[src/rtl/tl_pkg.sv]
// Shared transaction-layer definitions used by the flow-control state machine
// and the VC buffer bank.
package tl_pkg;

    localparam int NUM_VC   = 8;
    localparam int VC_DEPTH = 8;
    localparam int VC_AW    = 3;
    localparam int THR_W    = 3;
    localparam int CNT_W    = VC_AW + 1;

    typedef logic [VC_AW-1:0] vc_id_t;
    typedef logic [CNT_W-1:0] vc_cnt_t;

endpackage

[src/rtl/vc_fifo.sv]
// Single virtual-channel FIFO: memory, wrapping pointers and occupancy count.
// Strobes arrive already qualified by the bank's accept logic.
module vc_fifo
    import tl_pkg::*;
#(
    parameter int DATA_WIDTH = 6
) (
    input  logic                  clk,
    input  logic                  reset,
    input  logic                  wr,
    input  logic                  rd,
    input  logic [DATA_WIDTH-1:0] wr_data,
    output logic [DATA_WIDTH-1:0] rd_data,
    output vc_cnt_t               count
);

    logic [DATA_WIDTH-1:0] mem_q [VC_DEPTH];
    logic [VC_AW-1:0]      wptr_q, wptr_d;
    logic [VC_AW-1:0]      rptr_q, rptr_d;
    vc_cnt_t               count_q, count_d;

    // NOTE: every output of a combinational block gets a default first, so no
    // path leaves it unassigned and no latch is inferred.
    always_comb begin
        wptr_d  = wptr_q;
        rptr_d  = rptr_q;
        count_d = count_q;
        if (wr) wptr_d = wptr_q + 1'b1;
        if (rd) rptr_d = rptr_q + 1'b1;
        unique case ({wr, rd})
            2'b10:   count_d = count_q + 1'b1;
            2'b01:   count_d = count_q - 1'b1;
            default: count_d = count_q;
        endcase
    end

    // NOTE: state flops use non-blocking assignments so every flop samples
    // the pre-edge values regardless of process evaluation order.
    always_ff @(posedge clk) begin
        if (reset) begin
            wptr_q  <= '0;
            rptr_q  <= '0;
            count_q <= '0;
        end else begin
            wptr_q  <= wptr_d;
            rptr_q  <= rptr_d;
            count_q <= count_d;
        end
    end

    // NOTE: the storage array is deliberately not reset; a zero count makes
    // stale contents unreachable, and leaving it out keeps it a plain RAM.
    always_ff @(posedge clk) begin
        if (wr) mem_q[wptr_q] <= wr_data;
    end

    assign rd_data = mem_q[rptr_q];
    assign count   = count_q;

endmodule

[src/rtl/vc_buffer_bank.sv]
// Eight-VC ingress buffer bank: per-VC FIFOs, accept logic, registered read
// port, threshold-based flow-control flags and sticky error flags.
module vc_buffer_bank
    import tl_pkg::*;
#(
    parameter int DATA_WIDTH = 6,
    parameter int DEPTH      = VC_DEPTH
) (
    input  logic                  clk,
    input  logic                  reset,
    input  logic                  push,
    input  vc_id_t                push_vc,
    input  logic [DATA_WIDTH-1:0] push_data,
    input  logic                  pop,
    input  vc_id_t                pop_vc,
    input  logic [THR_W-1:0]      umbral_superior,
    input  logic [THR_W-1:0]      umbral_inferior,
    output logic [DATA_WIDTH-1:0] pop_data,
    output logic                  pop_valid,
    output logic [NUM_VC-1:0]     empty,
    output logic [NUM_VC-1:0]     full,
    output logic [NUM_VC-1:0]     almost_full,
    output logic [NUM_VC-1:0]     almost_empty,
    output logic                  err_overflow,
    output logic                  err_underflow
);

    localparam vc_cnt_t DEPTH_C = vc_cnt_t'(DEPTH);

    vc_cnt_t               count   [NUM_VC];
    logic [DATA_WIDTH-1:0] rd_data [NUM_VC];
    logic [NUM_VC-1:0]     wr_en, rd_en;
    logic                  pop_ok, push_ok;

    logic [DATA_WIDTH-1:0] pop_data_q, pop_data_d;
    logic                  pop_valid_q, pop_valid_d;
    logic                  err_overflow_q, err_overflow_d;
    logic                  err_underflow_q, err_underflow_d;
    vc_cnt_t               af_level;

    // A full VC still takes a push when the same VC is drained this cycle.
    always_comb begin
        pop_ok  = pop && (count[pop_vc] != '0);
        push_ok = push && ((count[push_vc] != DEPTH_C) ||
                           (pop_ok && (pop_vc == push_vc)));
        wr_en   = '0;
        rd_en   = '0;
        wr_en[push_vc] = push_ok;
        rd_en[pop_vc]  = pop_ok;
    end

    for (genvar g = 0; g < NUM_VC; g++) begin : g_vc
        vc_fifo #(
            .DATA_WIDTH (DATA_WIDTH)
        ) u_fifo (
            .clk     (clk),
            .reset   (reset),
            .wr      (wr_en[g]),
            .rd      (rd_en[g]),
            .wr_data (push_data),
            .rd_data (rd_data[g]),
            .count   (count[g])
        );
    end

    always_comb begin
        pop_valid_d     = pop_ok;
        pop_data_d      = pop_ok ? rd_data[pop_vc] : pop_data_q;
        err_overflow_d  = err_overflow_q  | (push & ~push_ok);
        err_underflow_d = err_underflow_q | (pop & ~pop_ok);
    end

    always_ff @(posedge clk) begin
        if (reset) begin
            pop_data_q      <= '0;
            pop_valid_q     <= 1'b0;
            err_overflow_q  <= 1'b0;
            err_underflow_q <= 1'b0;
        end else begin
            pop_data_q      <= pop_data_d;
            pop_valid_q     <= pop_valid_d;
            err_overflow_q  <= err_overflow_d;
            err_underflow_q <= err_underflow_d;
        end
    end

    // Thresholds widen to 4 bits so DEPTH - umbral_superior spans 1..8.
    always_comb begin
        af_level = DEPTH_C - vc_cnt_t'(umbral_superior);
        for (int i = 0; i < NUM_VC; i++) begin
            empty[i]        = (count[i] == '0);
            full[i]         = (count[i] == DEPTH_C);
            almost_full[i]  = (count[i] >= af_level);
            almost_empty[i] = (count[i] <= vc_cnt_t'(umbral_inferior));
        end
    end

    assign pop_data      = pop_data_q;
    assign pop_valid     = pop_valid_q;
    assign err_overflow  = err_overflow_q;
    assign err_underflow = err_underflow_q;

endmodule

[config.mk]
export PLATFORM = sky130hd
export DESIGN_NAME = vc_buffer_bank
export DESIGN_NICKNAME = d
export VERILOG_FILES = /design/src/rtl/tl_pkg.sv /design/src/rtl/vc_fifo.sv /design/src/rtl/vc_buffer_bank.sv
export SDC_FILE = /design/constraint.sdc
export NUM_CORES = 1
export LEC_CHECK = 0
export CORE_ASPECT_RATIO = 1.1
export CORE_MARGIN = 2
export CORE_UTILIZATION = 50
export CTS_CLUSTER_DIAMETER = 100
export DETAILED_ROUTE_END_ITERATION = 7
export PLACE_DENSITY = 0.73
export SKIP_LAST_GASP = 1
export SYNTH_ARGS = -nofsm -noshare
export SYNTH_HDL_FRONTEND = slang
export SYNTH_SLANG_ARGS = --single-unit
[constraint.sdc]
create_clock -name clk -period 4.8 [get_ports clk]
set_clock_uncertainty 0.1 [all_clocks]
set_input_delay 0.72 -clock clk [delete_from_list [all_inputs] [get_ports clk]]
set_output_delay 0.72 -clock clk [all_outputs]
set_load 0.01 [all_outputs]
# ---- After elaboration in Yosys (flattened, before gate mapping)
# Memories as Yosys holds them, arrays and structs flattened. A register that Yosys moved wholly into a read port is not among the register bits.
# Cells that the tools add are included.
dict set report totals {
  in_bits 22
  ff_bits 89
  mem_bits_rw 384
  mem_count 8
}
# memory depth width rd rd_ports_with_merged_regs wr line
set mem_list {}
lappend mem_list {{g_vc[0].u_fifo.mem_q} 8 6 1 1 1 vc_fifo.sv:17} ;# logic [DATA_WIDTH-1:0] mem_q [VC_DEPTH];
lappend mem_list {{g_vc[1].u_fifo.mem_q} 8 6 1 1 1 vc_fifo.sv:17}
lappend mem_list {{g_vc[2].u_fifo.mem_q} 8 6 1 1 1 vc_fifo.sv:17}
lappend mem_list {{g_vc[3].u_fifo.mem_q} 8 6 1 1 1 vc_fifo.sv:17}
lappend mem_list {{g_vc[4].u_fifo.mem_q} 8 6 1 1 1 vc_fifo.sv:17}
lappend mem_list {{g_vc[5].u_fifo.mem_q} 8 6 1 1 1 vc_fifo.sv:17}
lappend mem_list {{+2 memories} - - - - - -}
dict set report op_classes {
  n_eq_ne 26
  bitwise 10
  n_reduce_logical 23
  mux 53
  n_lt_le_gt_ge 22
  add_sub_neg 33
}
# operator count
set op_table {}
lappend op_table {{$pmux 4 s2} 8}
lappend op_table {{$add 3x1->3 const B} 16}
lappend op_table {{$mux 3} 16}
lappend op_table {{$add 4x1->4 const B} 8}
lappend op_table {{$eq 4x4->1 const B} 8}
lappend op_table {{$ge 4x4->1} 8}
lappend op_table {{$le 4x3->1} 8}
lappend op_table {{$logic_not 4->1} 8}
lappend op_table {{$sub 4x1->4 const B} 8}
lappend op_table {{$bmux 4 s3} 2}
lappend op_table {{$bmux 6 s3} 1}
lappend op_table {{$mux 1} 18}
lappend op_table {{$and 8x8->8} 2}
lappend op_table {{$eq 2x1->1 const B} 8}
lappend op_table {{$eq 2x2->1 const B} 8}
lappend op_table {{$mux 4} 4}
lappend op_table {{$reduce_bool 2->1} 8}
lappend op_table {{$mux 6} 2}
lappend op_table {{$ge 4x4->1 const B} 2}
lappend op_table {{$lt 3x4->1 const B} 2}
lappend op_table {{$not 3->4} 2}
lappend op_table {{$demux 1 s3} 2}
lappend op_table {{$ge 3x1->1 const B} 2}
lappend op_table {{$logic_and 1x1->1} 5}
lappend op_table {{8 further kinds} 11}

# ---- Depth between registers and ports, before layout
dict set report logic_depth {
  depth_word 12
  depth_mapped 16
}

# ---- By module
# From an unflattened synthesis, not the netlist that was laid out.
dict set report hier_totals {
  hier_cells 1417
  hier_area_um2 22281.4
}
# mod area_each_um2 instances cells_per_inst seq_area_each_um2
set by_module_without_submodules {}
lappend by_module_without_submodules {{vc_fifo at g_vc[1].u_fifo ...} 2457.4 6 137 1701.6}
lappend by_module_without_submodules {{vc_fifo at g_vc[0].u_fifo ...} 2466.1 2 137 1701.6}
lappend by_module_without_submodules {vc_buffer_bank 2605.0 1 321 180.2}

# ---- Worst setup path before layout
# OpenSTA, ideal clock, no wires.
dict set report synth_path {
  kind {input to register}
  from {input push_vc[2]}
  to {register g_vc[7].u_fifo.count_q[2]}
  n_path_buf 3
  cell_stages 15
  arrival_time_ns 3.584
  setup_ns 0.071
  setup_slack_ns 1.046
  cell_sequence {buf_4 -> nor4_2 -> a211oi_1 -> or4_4 -> or2_1 -> buf_6 -> a22oi_2 -> buf_6 -> ha_1 -> xor2_1 -> ha_1 -> a21oi_1 -> xor2_1 -> or3_1 -> a21oi_1}
}
dict set report synth_via {
  elab_chain_cells 10
  elab_cells_between_ends 19
  classes_between {order compare: 2; eq/ne: 4; mux: 6; bitwise: 2; reduce/logical: 5}
}
# element line
set synth_rtl {}
lappend synth_rtl {{start, declared} vc_buffer_bank.sv:12} ;# input vc_id_t push_vc,
lappend synth_rtl {{$not 3->4 (not written as such)} vc_buffer_bank.sv:44} ;# push_ok = push && ((count[push_vc] != DEPTH_C) ||
lappend synth_rtl {{$bmux 4 s3} vc_buffer_bank.sv:44}
lappend synth_rtl {{$mux 4 (not written as such) (2 in a row)} vc_buffer_bank.sv:44}
lappend synth_rtl {{$ne 4x4->1} vc_buffer_bank.sv:44}
lappend synth_rtl {{$logic_or 1x1->1} vc_buffer_bank.sv:44}
lappend synth_rtl {{$logic_and 1x1->1} vc_buffer_bank.sv:44}
lappend synth_rtl {{$and 8x8->8 (no source line) (*)} -}
lappend synth_rtl {{$eq 2x1->1 / $eq 2x2->1 (equally long branches)} vc_fifo.sv:30} ;# unique case ({wr, rd})
lappend synth_rtl {{$pmux 4 s2 / $reduce_bool 2->1 (equally long branches)} -}
lappend synth_rtl {{end signal, assigned} vc_fifo.sv:47} ;# count_q <= count_d;
lappend synth_rtl {{end, declared} vc_fifo.sv:20} ;# vc_cnt_t count_q, count_d;
# Mark *: on every way between the ends. The rest lies on a longest branch, timed or not. The select of a mux whose other input is x is not followed.
# A chain may end at the register's enable or synchronous reset.

# ---- Worst setup path in the final report
dict set report layout_path {
  from {input umbral_superior[0]}
  to {output almost_full[5]}
}
dict set report layout_via {
  elab_chain_cells 2
}
# element line
set layout_rtl {}
lappend layout_rtl {{start, declared} vc_buffer_bank.sv:16} ;# input logic [THR_W-1:0] umbral_superior,
lappend layout_rtl {{$sub 4x3->4} vc_buffer_bank.sv:89} ;# af_level = DEPTH_C - vc_cnt_t'(umbral_superior);
lappend layout_rtl {{$ge 4x4->1} vc_buffer_bank.sv:93} ;# almost_full[i] = (count[i] >= af_level);
lappend layout_rtl {{end, declared} vc_buffer_bank.sv:22} ;# output logic [NUM_VC-1:0] almost_full,
# No other way between the ends.

==> metrics <==
latest clock arrival within the worst-skew pair=0.57 ns; Final Hold Fails=0; Site Rows=81; Pre-Repair DR Iteration Count=6; antenna violations before repair=0; # IOs=63; Hold EP=err_underflow; # Post-CTS Setup Buffers=0; fin nets=1765; dominant synthesized flop cell=edfxtp_1; Startpoint Class=input pin; R2R cell count=12; placed insts=around 2.2k; dpl hpwl=34190 um; Final Non-Filler Cells=2266; warning count from the yosys run=0; post-route clock period utilization=about nine tenths; Worst Setup SP=umbral_superior[0]; core box area=around 44000 sq um; Reg clk slew, reported paths=0.06 ns; CP Class=in -> out; global-route wire length before repair=~77000 um; CP max FO=8; Die Area=approximately 47000 sq um; largest area contributor in the netlist=edfxtp_1; Mean Syn Cell Area=14.58 sq um; number of fill cells in the layout=approximately 3.4k; Die Ht=226.4 um; RSZ-0062 raised after global routing=no; post-synthesis cell count=1542; TritonCTS Buffers=48; Final Max Tran Viols=0; Max VDD drop=0.2769 mV; Worst-Margin Slew=1.229 ns; vias in the first global route=roughly 13k; FMAX=around 0.24 GHz; layout cells sized above 1=17.45%; Multi-input gate area=approximately 8000 sq um; cts repair resizes=0; Period minus WS final=4.248 ns; Hold Path Depth=2; routability congestion estimate=about 0.93; Die X=around 210 um; Worst R2R Start=g_vc[3].u_fifo.count[1]; Via Count=13.38k; buffer depth of the longest clock path=3; IO Port Bufs=62; Worst EP required=3.98 ns; clk sinks=approximately 500; Starting Density=50.64%; PD cells=between 300 and 400 nW/um^2; cell with the most instances after synthesis=edfxtp_1; number of synthesized flops with an enable pin=384; sequential area share after synthesis=61.36%; worst min-delay path class=reg -> reg; area of all placed cells without fillers=25640 sq um; syn_nets=1661; H-tree lvl count=2; pin count of the biggest net entering global routing=65; Yosys top cell area share=about half; gr usage total=21.62%; n_diodes=0; DR WL/cell=roughly 22 um; Area Overhead vs Synth=14.06%; worst hold start=err_underflow; Clock Tree Root=clkbuf_16; count of final setup violators=0; max cap viols=0; 1st-iter DRT viols=about 1.3k; synthesized flop and latch total=around 500; Total Wirelength=49550 um; Hold Buf Count CTS=0; Setup crit end kind=primary output; Setup TNS Final=0 ns; Placement Cell Area=roughly 24000 sq um; Synth async-reset ratio=0%; CTS tree=done; status=completed; Syn Std Cell Area=22480 sq um; max_slew headroom=18.06%; R2R setup slack=0.93 ns; RR Endpoint=g_vc[7].u_fifo.count[2]; Lkg Pwr=about 9 nW; detailed-route DRC error count=0; Routed Antenna Nets=0; vias per cell=5.906; top post-synthesis cells by area=edfxtp_1 (51%), dfxtp_1 (10%), mux4_2 (9.6%), ha_1 (5.4%), mux2i_1 (3.0%); Critical Path AT=3.43 ns; grt ovf=0; Fin Hold WS=between 0.4 and 0.5 ns; Post-synth top cells=edfxtp_1 (384), nor2_1 (122), dfxtp_1 (113), ha_1 (97), mux4_2 (96); synth unique cells=78; total power=between 9 and 10 mW; register area=about 14000 sq um
worst max-delay path, cell delays in order:
cell             delay [ns]
clkdlybuf4s50_1        0.52
inv_1                  0.06
ha_1                   0.20
xor2_1                 0.68
ha_1                   0.37
nor2b_1                0.12
o21ai_0                0.15
nand2b_1               0.12
clkdlybuf4s50_1        0.49
registers in the layout, summed over array words and instances (netlist names), named ones only:
name and flops:
err_overflow 1, err_underflow 1, g_vc.u_fifo.count 32, g_vc.u_fifo.mem_q 384, g_vc.u_fifo.rptr_q 24, g_vc.u_fifo.wptr_q 24, pop_data 6, pop_valid 1
routing by layer:
metal | vias up | GRT usage (%) | routed length [um]
li1 | 6195 | - | -
met1 | 6652 | 29.49 | 20950
met2 | 445 | 36.06 | 24080
met3 | 90 | 2.989 | 3179
met4 | 0 | 6.820 | 1336
met5 | - | 0 | 0
power breakdown:
group | switching (mW) | internal (mW)
registers | 0.0398 | 4.65
clock network | 1.58 | 2.35
logic | 0.288 | 0.184
metrics by stage:
| stage | worst slack [ns] | util, % |
|---|---|---|
| after global placement | 0.3311 | 54.01 |
| after floorplan | 1.046 | - |
| after CTS | 0.5280 | 57.76 |
| after detailed placement | 0.2460 | 54.01 |
| after global routing | 0.4408 | 57.76 |
| final | 0.5519 | 57.76 |
how the worst max path moves through the flow:
stage                                   end  slack [ns]
floorplan           g_vc[7].u_fifo.count[2]        1.05
global placement    g_vc[7].u_fifo.count[2]        0.33
detailed placement  g_vc[7].u_fifo.count[2]        0.25
CTS                          almost_full[5]        0.53
global route                 almost_full[6]        0.44
finish                       almost_full[5]        0.55
final cells by class:
class / count / area share, %
tap: 581 / 2.835
inverter: 33 / 0.4831
timing repair buffer: 138 / 4.519
sequential: 497 / 53.80
multi-input combinational: 928 / 31.87
clock inverter: 29 / 1.303
clock buffer: 60 / 5.188
cell usage in the layout, fill, tap and decap left out, types with 6 or more instances in the layout:
| cell type | count |
|---|---|
| clkdlybuf4s50_1 | 55 |
| clkbuf_16 | 51 |
| a211oi_1 | 16 |
| nor4b_1 | 8 |
| a21oi_1 | 62 |
| mux4_2 | 96 |
| clkinv_1 | 8 |
| bufinv_16 | 7 |
| nand3_1 | 29 |
| clkinv_2 | 6 |
| nand2b_1 | 23 |
| nand3b_1 | 13 |
| xor2_1 | 25 |
| xnor2_1 | 13 |
| a221oi_1 | 6 |
| o211ai_1 | 6 |
| nor3_1 | 37 |
| a22oi_1 | 7 |
| clkbuf_1 | 7 |
| o22ai_1 | 21 |
| mux2_1 | 8 |
| nor3b_1 | 6 |
| nand2_1 | 47 |
| and3_1 | 12 |
| mux2_2 | 6 |
| or3_1 | 16 |
| a21o_1 | 14 |
| buf_2 | 6 |
| dfxtp_1 | 113 |
| and2_1 | 8 |
| inv_1 | 33 |
| nor2b_1 | 38 |
| nor4_1 | 22 |
| a31oi_1 | 11 |
| ha_1 | 97 |
| nor2_1 | 122 |
| o21ai_0 | 26 |
| buf_4 | 77 |
| edfxtp_1 | 384 |
| mux2i_1 | 67 |
cells by family after synthesis:
group	Yosys count	synth area share, %
compound gates	216	6.797
xor+xnor	38	1.481
fa+ha+maj	97	5.399
buf+inv	117	2.310
flops	497	61.36
mux	179	13.44
simple gates	398	9.212
Power figures use the tool's default switching activity.
